### src/rtl/mm_write_sink.sv
// Write-bus sink: captures in-range writes into a FIFO, streams them out as
// valid/ready, and keeps drop / overflow / data!=address statistics.
module mm_write_sink #(
    parameter int AW      = 8,
    parameter int DW      = 8,
    parameter int DEPTH   = 8,
    parameter int ADDR_LO = 0,
    parameter int ADDR_HI = 98
) (
    input  logic                    CLK,
    input  logic                    reset,
    input  logic [AW-1:0]           address,
    input  logic                    write,
    input  logic [DW-1:0]           writedata,
    output logic                    out_valid,
    input  logic                    out_ready,
    output logic [AW-1:0]           out_addr,
    output logic [DW-1:0]           out_data,
    output logic [$clog2(DEPTH):0]  level,
    output logic                    full,
    output logic                    overflow,
    output logic [7:0]              drop_cnt,
    output logic [7:0]              mismatch_cnt
);
    localparam int PW = $clog2(DEPTH);
    localparam int LW = PW + 1;
    localparam logic [LW-1:0] LVL_FULL = LW'(DEPTH);
    localparam logic [LW-1:0] LVL_LAST = LW'(DEPTH - 1);
    // Signed one-bit-wider bounds keep the range check meaningful when ADDR_LO is 0.
    localparam logic signed [AW:0] LO_S = (AW+1)'(ADDR_LO);
    localparam logic signed [AW:0] HI_S = (AW+1)'(ADDR_HI);

    typedef enum logic [1:0] {S_EMPTY, S_PARTIAL, S_FULL} state_t;

    state_t            state_q, state_d;
    logic [PW-1:0]     wr_q, wr_d, rd_q, rd_d;
    logic [LW-1:0]     level_q, level_d;
    logic              ovf_q, ovf_d;
    logic [7:0]        drop_q, drop_d, mis_q, mis_d;
    logic [AW-1:0]     amem_q [DEPTH];
    logic [DW-1:0]     dmem_q [DEPTH];

    logic signed [AW:0] addr_s;
    logic in_range, push_req, pop, push, lost;

    always_comb begin
        addr_s   = $signed({1'b0, address});
        in_range = (addr_s >= LO_S) && (addr_s <= HI_S);
        push_req = write && in_range;
        pop      = out_valid && out_ready;
        push     = push_req && (!full || pop);
        lost     = push_req && !push;
    end

    always_comb begin
        state_d = state_q;
        wr_d    = wr_q;
        rd_d    = rd_q;
        level_d = level_q;
        ovf_d   = ovf_q;
        drop_d  = drop_q;
        mis_d   = mis_q;

        if (push) wr_d = wr_q + 1'b1;
        if (pop)  rd_d = rd_q + 1'b1;
        if (push && !pop)      level_d = level_q + 1'b1;
        else if (pop && !push) level_d = level_q - 1'b1;

        if (lost) begin
            ovf_d = 1'b1;
            if (drop_q != 8'hFF) drop_d = drop_q + 8'd1;
        end
        if (push && (writedata != address) && (mis_q != 8'hFF))
            mis_d = mis_q + 8'd1;

        case (state_q)
            S_EMPTY:   if (push) state_d = S_PARTIAL;
            S_PARTIAL: begin
                if (push && !pop && level_q == LVL_LAST) state_d = S_FULL;
                else if (pop && !push && level_q == LW'(1)) state_d = S_EMPTY;
            end
            S_FULL:    if (pop && !push) state_d = S_PARTIAL;
            default:   state_d = S_EMPTY;
        endcase
    end

    always_ff @(posedge CLK) begin
        if (reset) begin
            state_q <= S_EMPTY;
            wr_q    <= '0;
            rd_q    <= '0;
            level_q <= '0;
            ovf_q   <= 1'b0;
            drop_q  <= '0;
            mis_q   <= '0;
        end else begin
            state_q <= state_d;
            wr_q    <= wr_d;
            rd_q    <= rd_d;
            level_q <= level_d;
            ovf_q   <= ovf_d;
            drop_q  <= drop_d;
            mis_q   <= mis_d;
        end
    end

    // Storage needs no reset: only slots covered by level are ever presented.
    always_ff @(posedge CLK) begin
        if (!reset && push) begin
            amem_q[wr_q] <= address;
            dmem_q[wr_q] <= writedata;
        end
    end

    assign out_valid    = (state_q != S_EMPTY);
    assign full         = (state_q == S_FULL);
    assign level        = level_q;
    assign out_addr     = amem_q[rd_q];
    assign out_data     = dmem_q[rd_q];
    assign overflow     = ovf_q;
    assign drop_cnt     = drop_q;
    assign mismatch_cnt = mis_q;
endmodule

### config.mk
export PLATFORM = sky130hd
export DESIGN_NAME = mm_write_sink
export DESIGN_NICKNAME = d
export VERILOG_FILES = /design/src/rtl/mm_write_sink.sv
export SDC_FILE = /design/constraint.sdc
export NUM_CORES = 1
export LEC_CHECK = 0
export BUFFER_PORTS_ARGS = -buffer_cell sky130_fd_sc_hd__buf_4
export CORE_ASPECT_RATIO = 2
export CORE_MARGIN = 5
export CORE_UTILIZATION = 59
export DETAILED_ROUTE_END_ITERATION = 7
export PLACE_DENSITY = 0.84
export SKIP_LAST_GASP = 1
export SLEW_MARGIN = 20
export SYNTH_ARGS = -nofsm -noshare
export SYNTH_HDL_FRONTEND = slang
export SYNTH_SLANG_ARGS = --single-unit
### constraint.sdc
create_clock -name CLK -period 3.7 [get_ports CLK]
set_input_delay 0.185 -clock CLK [delete_from_list [all_inputs] [get_ports CLK]]
set_output_delay 0.185 -clock CLK [all_outputs]
set_load 0.03 [all_outputs]
==> impl_metrics.json <==
{
  "outcome": "complete, no violations",
  "max_freq_mhz": 365,
  "syn_inst": 384,
  "synth_edf_count": 128,
  "antenna_left": 0,
  "vias_per_cell": 6.00,
  "final_area_um2": 7880,
  "hold_viol_final": 0,
  "globalRouteOverflowTotal": 0,
  "nFillCells": 648,
  "dieHeight_um": 159,
  "power.density_nw_per_um2": 524,
  "ctsRootBufferMaster": "clkbuf_16",
  "clk_latency_ns": 0.42,
  "endpoint": "dmem_q[6][5]",
  "cts-resized-gates": 0,
  "total_power_w": 0.00413,
  "p_leak_nw": 2.60,
  "ir_drop_mv": 0.382,
  "final-setup-viol-count": 0,
  "grt_pass1_vias": 3884,
  "drc": 0,
  "path_class": "flip-flop to flip-flop",
  "r2r_start": "state_q[0]",
  "syn_avg_cell_area_um2": 17.1,
  "cts_buffers": 17,
  "die_area_um2": 13400,
  "dp_hpwl_um": 8810,
  "critPathArrivalTime_ns": 2.85,
  "cts_buffer_depth": 2,
  "tns_ns": 0,
  "place_area_um2": 7220,
  "hold_buffers": 0,
  "layout-drive-gt1-share": 0.355,
  "ff2ff_path_depth": 5,
  "reg2reg_slack_ns": 0.96,
  "syn_area_um2": 6550,
  "cts_num_sinks": 160,
  "fin_crit_ns": 2.74,
  "post_cts_buffers": 0,
  "required_ns": 3.81,
  "clock_skew_ns": 0.00449,
  "clkTransAtPathRegs_ns": 0.06,
  "firstDrtPassIters": 4,
  "htreeDepth": 4,
  "dpl.cell_count": 578,
  "drtIter0Drc": 302,
  "startpoint": "state_q[0]",
  "place.gp.congestion": 0.824,
  "slew_headroom": 0.394,
  "grt_max_degree": 41,
  "antenna_found_initial": 0,
  "worst_pin_slew_ns": 0.908,
  "start_util": 0.602,
  "r2r-end": "dmem_q[6][5]",
  "final_nets": 484,
  "yosysWarnings": 0,
  "cp-start-kind": "flip-flop",
  "dieWidth_um": 84.5,
  "syn2layout_area_growth_pct": 20.2,
  "hold_class": "input port to flip-flop",
  "cap_violations": 0,
  "slew_viol_final": 0,
  "ys_seq_area_frac": 0.684,
  "end_kind": "flip-flop",
  "period_share": 0.741,
  "final_cell_mix": "edfxtp_1 (128), buf_4 (70), mux4_2 (32)",
  "path_max_fanout": 11,
  "num_vias": 3660,
  "synth_nets": 411,
  "cts_tree": "yes",
  "routed_wl_um": 13500,
  "wire_per_inst_um": 22.1,
  "n_antenna_cell": 0,
  "final_cells": 610,
  "ys_ff_latch": 160,
  "ys_async_sr_fraction": 0,
  "synth_ff_type": "edfxtp_1",
  "core_um2": 10900,
  "grt_pass1_wl_um": 21700,
  "num_rows": 54,
  "ios": 59,
  "synth_cell_types": 52,
  "grt_setup_unrepaired": "no",
  "final_common_cell": "edfxtp_1",
  "groute.usage.overall": 0.215,
  "port_buffers": 58,
  "fin_util": 0.724
}
[power breakdown]
| group | leakage, nW | switching [W] | internal, W | total [W] |
|---|---|---|---|---|
| Sequential | 1.41 | 0.0000240 | 0.00196 | 0.00198 |
| Combinational | 0.883 | 0.000135 | 0.0000987 | 0.000233 |
| Clock | 0.309 | 0.000692 | 0.00122 | 0.00191 |
[worst min-delay path by stage]
stage / start / to / cells after the start
2_1_floorplan: address[0] / amem_q[0][0] / 0
3_3_place_gp: overflow / overflow / 2
3_5_place_dp: overflow / overflow / 2
4_1_cts: writedata[4] / dmem_q[0][4] / 1
5_1_grt: writedata[4] / dmem_q[2][4] / 1
6_report: writedata[4] / dmem_q[2][4] / 1
[synthesized netlist by cell type (2+ instances only)]
master / count / area (µm²)
a211oi_1: 2 / 15.0
a21oi_1: 10 / 50.1
a32oi_1: 2 / 17.5
and4_1: 2 / 17.5
buf_1: 3 / 11.3
buf_2: 3 / 15.0
clkbuf_1: 9 / 33.8
dfxtp_1: 32 / 641
edfxtp_1: 128 / 3840
ha_1: 7 / 87.6
inv_1: 5 / 18.8
mux2_1: 3 / 33.8
mux2_2: 16 / 180
mux2i_1: 2 / 20.0
mux4_2: 32 / 721
nand2_1: 11 / 41.3
nand2b_1: 2 / 12.5
nand3_1: 7 / 35.0
nand4_1: 6 / 37.5
nor2_1: 28 / 105
nor2b_1: 4 / 25.0
nor3_1: 5 / 25.0
nor4_1: 3 / 18.8
nor4_2: 2 / 25.0
nor4b_1: 4 / 35.0
o21ai_0: 5 / 25.0
o21ai_1: 2 / 10.0
o31ai_1: 4 / 30.0
or4_1: 4 / 30.0
xnor2_1: 17 / 149
xor2_1: 3 / 26.3
[per-stage QoR]
step / setup slack [ns] / hold WS (ns)
2_1_floorplan: 0.382 / 0.284
3_3_place_gp: 1.09 / 0.436
3_5_place_dp: 0.934 / 0.440
4_1_cts: 0.914 / 0.00853
5_1_grt: 0.755 / 0.0176
6_report: 0.960 / 0.0251
[cells by family after synthesis]
logic type | Yosys count | share of synthesized area
xor+xnor | 20 | 0.0267
compound gates | 31 | 0.0334
buf+inv | 21 | 0.0137
flops | 160 | 0.684
mux | 53 | 0.146
fa+ha+maj | 7 | 0.0134
simple gates | 92 | 0.0829
[sequential cells by signal (all words and copies together), names as in the netlist, named ones only]
register	flops
drop_cnt	8
wr_q	3
mismatch_cnt	8
rd_q	3
overflow	1
amem_q	64
level	4
dmem_q	64
state_q	2
[worst max-delay path, cell delays in order (launching register included)]
cell and delay, ns:
dfxtp_1 0.42, nor3b_2 0.12, nor4_4 0.52, nand2_1 0.26, nor4b_2 0.74, buf_4 0.36
[layer usage]
layer	track usage	up-vias	part of all wire
li1	-	1677	-
met4	0.0901	0	0.027
met1	0.246	1856	0.36
met2	0.380	100	0.56
met3	0.0502	27	0.048
met5	0	-	0
[final cells by class]
class	count	area (µm²)	share of cell area
clock buffers	19	443	0.0562
clock inverters	13	213	0.0270
inverters	5	18.8	0.00238
multi-input cells	203	2020	0.256
flip-flops and latches	160	4490	0.569
well taps	140	175	0.0222
repair buffers	70	526	0.0667
(Power assumes the default switching activity.)
